### src/rtl/xaui_tx_serializer.sv
`default_nettype none
// ============================================================================
// xaui_tx_serializer : four-lane 10b symbol FIFO feeding MSB-first serial lanes,
//                      with K28.5 fill at start-up and whenever no data is queued
// Revision: 1.0 - initial release
// ============================================================================
module xaui_tx_serializer #(
  parameter int FIFO_DEPTH      = 4,
  parameter int PREAMBLE_COMMAS = 4
) (
  input  logic        xaui_clk,
  input  logic        reset,
  input  logic        sym_valid,
  output logic        sym_ready,
  input  logic [39:0] sym_data,
  output logic [3:0]  XAUI_TX_P,
  output logic [3:0]  XAUI_TX_N,
  output logic        sync_done,
  output logic [15:0] sym_count,
  output logic [3:0]  rd_pos,
  output logic        disp_err
);

  localparam int AW = $clog2(FIFO_DEPTH);
  localparam int CW = $clog2(PREAMBLE_COMMAS + 1);

  localparam logic [0:0] ST_SYNC   = 1'b0;
  localparam logic [0:0] ST_ACTIVE = 1'b1;

  localparam logic [9:0] K285_NEG = 10'b0011111010;
  localparam logic [9:0] K285_POS = 10'b1100000101;

  logic [3:0]    cnt_q, cnt_d;
  logic [0:0]    state_q, state_d;
  logic [CW-1:0] comma_cnt_q, comma_cnt_d;
  logic          sync_done_q, sync_done_d;
  logic [15:0]   sym_count_q, sym_count_d;
  logic [3:0]    rd_q, rd_d;
  logic          disp_err_q, disp_err_d;
  logic [3:0]    tx_p_q, tx_p_d;
  logic [3:0]    tx_n_q, tx_n_d;
  logic          alive_q, alive_d;
  logic [9:0]    cur_q [4];
  logic [9:0]    cur_d [4];
  logic [AW:0]   wr_ptr_q, wr_ptr_d;
  logic [AW:0]   rd_ptr_q, rd_ptr_d;
  logic [39:0]   mem_q [FIFO_DEPTH];

  logic          load;
  logic          active;
  logic          empty;
  logic          full;
  logic          pop;
  logic          bypass;
  logic          wr;
  logic          fifo_push;
  logic          fifo_pop;
  logic [39:0]   head;
  logic [9:0]    head_lane [4];
  logic [9:0]    nxt_sym [4];
  logic [3:0]    nxt_ones [4];

  function automatic logic [3:0] ones10(input logic [9:0] s);
    logic [3:0] n;
    n = 4'd0;
    for (int b = 0; b < 10; b++) n = n + {3'b000, s[b]};
    return n;
  endfunction

  assign load   = (cnt_q == 4'd9);
  assign active = (state_q == ST_ACTIVE);
  assign empty  = (wr_ptr_q == rd_ptr_q);
  assign full   = (wr_ptr_q[AW] != rd_ptr_q[AW]) && (wr_ptr_q[AW-1:0] == rd_ptr_q[AW-1:0]);

  // An empty FIFO can still feed a load edge directly from the input bus.
  assign pop       = load && active && (!empty || (sym_valid && alive_q));
  assign bypass    = pop && empty;
  assign sym_ready = alive_q && (!full || pop);
  assign wr        = sym_valid && sym_ready;
  assign fifo_push = wr && !bypass;
  assign fifo_pop  = pop && !empty;
  assign head      = empty ? sym_data : mem_q[rd_ptr_q[AW-1:0]];

  always_comb begin
    head_lane[0] = head[9:0];
    head_lane[1] = head[19:10];
    head_lane[2] = head[29:20];
    head_lane[3] = head[39:30];
  end

  always_comb begin
    cnt_d       = load ? 4'd0 : cnt_q + 4'd1;
    state_d     = state_q;
    comma_cnt_d = comma_cnt_q;
    sync_done_d = sync_done_q;
    sym_count_d = sym_count_q;
    disp_err_d  = disp_err_q;
    rd_d        = rd_q;
    alive_d     = 1'b1;
    wr_ptr_d    = fifo_push ? wr_ptr_q + (AW+1)'(1) : wr_ptr_q;
    rd_ptr_d    = fifo_pop  ? rd_ptr_q + (AW+1)'(1) : rd_ptr_q;
    for (int l = 0; l < 4; l++) begin
      cur_d[l]    = cur_q[l];
      tx_p_d[l]   = cur_q[l][4'd9 - cnt_q];
      nxt_sym[l]  = pop ? head_lane[l] : (rd_q[l] ? K285_POS : K285_NEG);
      nxt_ones[l] = ones10(nxt_sym[l]);
    end
    tx_n_d = ~tx_p_d;

    if (load) begin
      if (!active) begin
        comma_cnt_d = comma_cnt_q + CW'(1);
        if (comma_cnt_q == CW'(PREAMBLE_COMMAS - 1)) begin
          state_d     = ST_ACTIVE;
          sync_done_d = 1'b1;
        end
      end
      if (pop && sym_count_q != 16'hFFFF) sym_count_d = sym_count_q + 16'd1;
      for (int l = 0; l < 4; l++) begin
        cur_d[l] = nxt_sym[l];
        case (nxt_ones[l])
          4'd6:    rd_d[l] = 1'b1;
          4'd4:    rd_d[l] = 1'b0;
          4'd5:    rd_d[l] = rd_q[l];
          default: if (pop) disp_err_d = 1'b1;
        endcase
      end
    end
  end

  always_ff @(posedge xaui_clk or posedge reset) begin
    if (reset) begin
      cnt_q       <= 4'd0;
      state_q     <= ST_SYNC;
      comma_cnt_q <= '0;
      sync_done_q <= 1'b0;
      sym_count_q <= 16'd0;
      rd_q        <= 4'b0000;
      disp_err_q  <= 1'b0;
      tx_p_q      <= 4'b0000;
      tx_n_q      <= 4'b1111;
      alive_q     <= 1'b0;
      wr_ptr_q    <= '0;
      rd_ptr_q    <= '0;
      for (int l = 0; l < 4; l++) cur_q[l] <= 10'd0;
    end else begin
      cnt_q       <= cnt_d;
      state_q     <= state_d;
      comma_cnt_q <= comma_cnt_d;
      sync_done_q <= sync_done_d;
      sym_count_q <= sym_count_d;
      rd_q        <= rd_d;
      disp_err_q  <= disp_err_d;
      tx_p_q      <= tx_p_d;
      tx_n_q      <= tx_n_d;
      alive_q     <= alive_d;
      wr_ptr_q    <= wr_ptr_d;
      rd_ptr_q    <= rd_ptr_d;
      cur_q       <= cur_d;
    end
  end

  // Storage needs no reset: the pointers define which entries are valid.
  always_ff @(posedge xaui_clk) begin
    if (fifo_push) mem_q[wr_ptr_q[AW-1:0]] <= sym_data;
  end

  assign XAUI_TX_P = tx_p_q;
  assign XAUI_TX_N = tx_n_q;
  assign sync_done = sync_done_q;
  assign sym_count = sym_count_q;
  assign rd_pos    = rd_q;
  assign disp_err  = disp_err_q;

endmodule
`default_nettype wire

### config.mk
export PLATFORM = sky130hd
export DESIGN_NAME = xaui_tx_serializer
export DESIGN_NICKNAME = d
export VERILOG_FILES = /design/src/rtl/xaui_tx_serializer.sv
export SDC_FILE = /design/constraint.sdc
export NUM_CORES = 1
export LEC_CHECK = 0
export ABC_AREA = 1
export CORE_MARGIN = 5
export CORE_UTILIZATION = 54
export CTS_CLUSTER_SIZE = 28
export DETAILED_ROUTE_END_ITERATION = 12
export PLACE_DENSITY = 0.81
export SLEW_MARGIN = 20
export SYNTH_ARGS = -nofsm -noshare
export SYNTH_HDL_FRONTEND = slang
export SYNTH_SLANG_ARGS = --single-unit
### constraint.sdc
create_clock -name xaui_clk -period 4.01 [get_ports xaui_clk]
set_input_delay 1.0025 -clock xaui_clk [delete_from_list [all_inputs] [get_ports xaui_clk]]
set_output_delay 1.0025 -clock xaui_clk [all_outputs]
set_load 0.005 [all_outputs]
==> summary.md <==
| Metric | Value |
|---|---|
| Failing checks | negative setup slack |
| Reg2reg start | cnt_q[1] |
| ANT cells | 0 |
| Fin crit period | around 4500 ps |
| WP data required | roughly 4400 ps |
| DRC violations left | 0 |
| Worst setup path category | register to register |
| Tot GR Track Use | about a quarter |
| Crit-path max FO | 7 |
| Internal | a little under 9000 uW |
| Final wirelength | around 32000 um |
| Final hold violation count | 0 |
| RSZ-0062 raised after global routing | true |
| Yosys warning count | 0 |
| Antenna violations before repair | 0 |
| Area share of the largest cell type after synthesis | 39.0% |
| Pre-antenna DRT Iters | 5 |
| H-tree level count | 1 |
| Status | finished with violations |
| CTS Root Cell | clkbuf_16 |
| Hold_ws | 470 ps |
| Setup Skew | 30.0 ps |
| Design area | between 15000 and 20000 um^2 |
| FFs w/ async S/R, synth | roughly a third |
| Clk pin slew, worst setup/hold paths | ~60 ps |
| Clock sink total | 245 |
| Worst hold path cell count | 1 |
| Seq/Total Area, Yosys | around 56% |
| Die X-Extent | around 160 um |
| TritonCTS Buffers | 27 |
| Slew HR | around half |
| CTS Hold Bufs | 0 |
| Clk buf depth | 3 |
| Most instantiated cells after synthesis | 535 x nand2_1, 160 x edfxtp_1, 155 x nand3_1 |
| Via count of the first global-routing pass | between 10000 and 15000 |
| R2R Setup Slk | -500 ps |
| VDD IR max | 1.13 mV |
| Cell Rows | 55 |
| RD Place Congestion | roughly 0.94 |
| Switch share | 41.6% |
| Critical Path Source Type | register |
| EDFF count, synth | 160 |
| Reg power frac | between 20% and 30% |
| Syn Inst Count | between 1000 and 1500 |
| Area leader, netlist | edfxtp_1 |
| Total gr overflow | 0 |
| Largest net degree at the start of global routing | 48 |
| DP Worst Slack | -1170 ps |
| PD cells | ~950 nW/um^2 |
| Initial drt markers | 938 |
| IO Pins | 74 |
| Initial Utilization | 54.6% |
| Area grow syn2layout | 27.0% |
| Clock group share of total power | ~18% |
| Post-DP Area | 14400 um^2 |
| Comb power frac | ~62% |
| Die footprint | approximately 26000 um^2 |
| CTS tree | yes |
| Finished Core Util | roughly 70% |
| HPWL Detailed | 20900 um |
| HP Start | sync_done |
| Antenna Nets Post-Route | 0 |
| Overall Power | between 10000 and 15000 uW |
| Worst-skew pair later-pin latency | between 500 and 600 ps |
| Post-synth cell types | 37 |
| Slew @ Worst Pin | around 750 ps |
| Type of the tightest min-delay check | register to register |
| Top cells by area, synth | edfxtp_1 39%, dfrtp_1 16%, nand2_1 16% |
| CP endpoint kind | register |
| Pleak | around 0.0071 uW |
| Count leader, synth | nand2_1 |
| Main synth FF type | edfxtp_1 |
| Nets | 1628 |
| DR vias/cell | around 5.5 |
| Slew Limit Fails | 0 |
| Netlist Area Pre-Place | 12300 um^2 |
| Syn Nets | roughly 1400 |
| First-pass GRT wire length | 51600 um |
| Layout cells sized above 1 | 17.8% |
| Avg Inst Size Synth | slightly above 9 um^2 |
| Highest Clock Rate | about 220 MHz |
| Worst Hold End | sync_done |
| Die Span Y | 161 um |
| FF-to-FF path depth | 23 |
| Core Box Area | ~23000 um^2 |
| Register bit total from synthesis | approximately 250 |
| Switch Pwr | 6180 uW |
| Maximum Capacitance Violations | 0 |
| Fin crit share | 113% |
| Setup Viol. Count Final | 5 |
| I/O Buffers | 73 |
| Routed len/inst | 17.4 um |
| Min setup slack post-route | -505 ps |
| Via count | just over 10000 |
| Critical Path AT | around 5000 ps |
through the flow:
stage                     cells  setup TNS, ps
after floorplan            1360          -1300
after global placement     1785          -4960
after detailed placement   1785          -5500
after CTS                  1842          -1380
after global routing       1845          -2730
final                      1845          -1910
repair_timing:
action,CTS,global route
buffers inserted,10,3
pin swaps,35,2
gates cloned,1,0
resized for setup,48,19
endpoints found under the setup margin,5,5
sequential cells by signal, summed over array words and instances, names as in the netlist, named ones only:
signal and cells:
mem_q 160, cur_q 40, sym_count 16, XAUI_TX_N 4, XAUI_TX_P 4, cnt_q 4, rd_pos 4, comma_cnt_q 3
rd_ptr_q 3, wr_ptr_q 3, active 1, alive_q 1, sync_done 1
layout by cell type (no fill, tap or decap), types with 4 or more instances in the layout:
| master | count |
|---|---|
| nand2_1 | 507 |
| edfxtp_1 | 160 |
| nand3_1 | 150 |
| buf_4 | 126 |
| inv_1 | 102 |
| dfrtp_1 | 79 |
| clkdlybuf4s50_1 | 72 |
| nor2_1 | 52 |
| nand4_1 | 46 |
| clkbuf_16 | 27 |
| o21ai_0 | 23 |
| nand2_2 | 22 |
| fa_1 | 21 |
| ha_1 | 14 |
| and2_1 | 13 |
| buf_12 | 12 |
| buf_6 | 10 |
| xnor2_1 | 9 |
| nand2_4 | 9 |
| inv_2 | 9 |
| xor2_1 | 6 |
| a21oi_1 | 6 |
| nand3_4 | 6 |
| o211ai_1 | 6 |
| clkinv_2 | 6 |
| bufinv_16 | 6 |
| nor2_4 | 5 |
| dfstp_2 | 4 |
| nor3_1 | 4 |
| nand2_8 | 4 |
| clkinv_1 | 4 |
| ha_2 | 4 |
worst max-delay path, stage by stage (launching register included):
cell and delay [ps]:
dfrtp_2 400, inv_2 80, ha_4 140, nand3_4 90, nor2_4 270, nand2_4 200, nand2_8 150, buf_6 140
nand2_4 60, nand2_4 70, fa_1 430, fa_1 540, inv_2 40, fa_1 520, ha_2 220, inv_2 40
fa_2 530, inv_1 40, nand2_1 50, nand4_1 90, nor2_1 120, nand2_1 70, nand2_1 50, nand2_1 50
metal layers:
layer | track usage, % | vias up | wire length [um]
met5 | 0 | - | 0
met4 | 9.89 | 0 | 1300
met3 | 4.72 | 96 | 2400
met2 | 40.1 | 435 | 15500
met1 | 32.4 | 4875 | 12900
li1 | - | 4820 | -
logic make-up (layout without fill, tap and decap cells):
group,Yosys count,in the layout,share of synthesized area [%]
mux,1,1,0.0913
compound gates,41,41,1.82
xor+xnor,15,15,1.07
fa+ha+maj,43,43,5.82
simple gates,830,831,28.7
flops,245,245,56.2
other cells,1,1,0.0304
buf+inv,184,383,6.24
power by group through the flow:
stage               registers (uW)  logic [uW]  clock network, uW
floorplan                     3060        5420                  0
global placement              3040        7630                  0
detailed placement            3050        7940                  0
CTS                           3000        8540               2650
global route                  3010       10400               2770
finish                        3000        9250               2620
final cells by class:
class	count	area [um^2]
Sequential cell	245	6940
Fill cell	1608	6910
Multi-Input combinational cell	932	4960
Timing Repair Buffer	221	2030
Clock buffer	28	679
Inverter	115	443
Tap cell	285	357
Clock inverter	19	260
worst max path at each step:
stage	end	slack, ps	startpoint
floorplan	register	-340	cnt_q[1]
global placement	register	-1090	sym_valid
detailed placement	register	-1170	sym_valid
CTS	register	-350	cnt_q[1]
global route	register	-650	cnt_q[1]
finish	register	-500	cnt_q[1]
(Power assumes the default switching activity.)
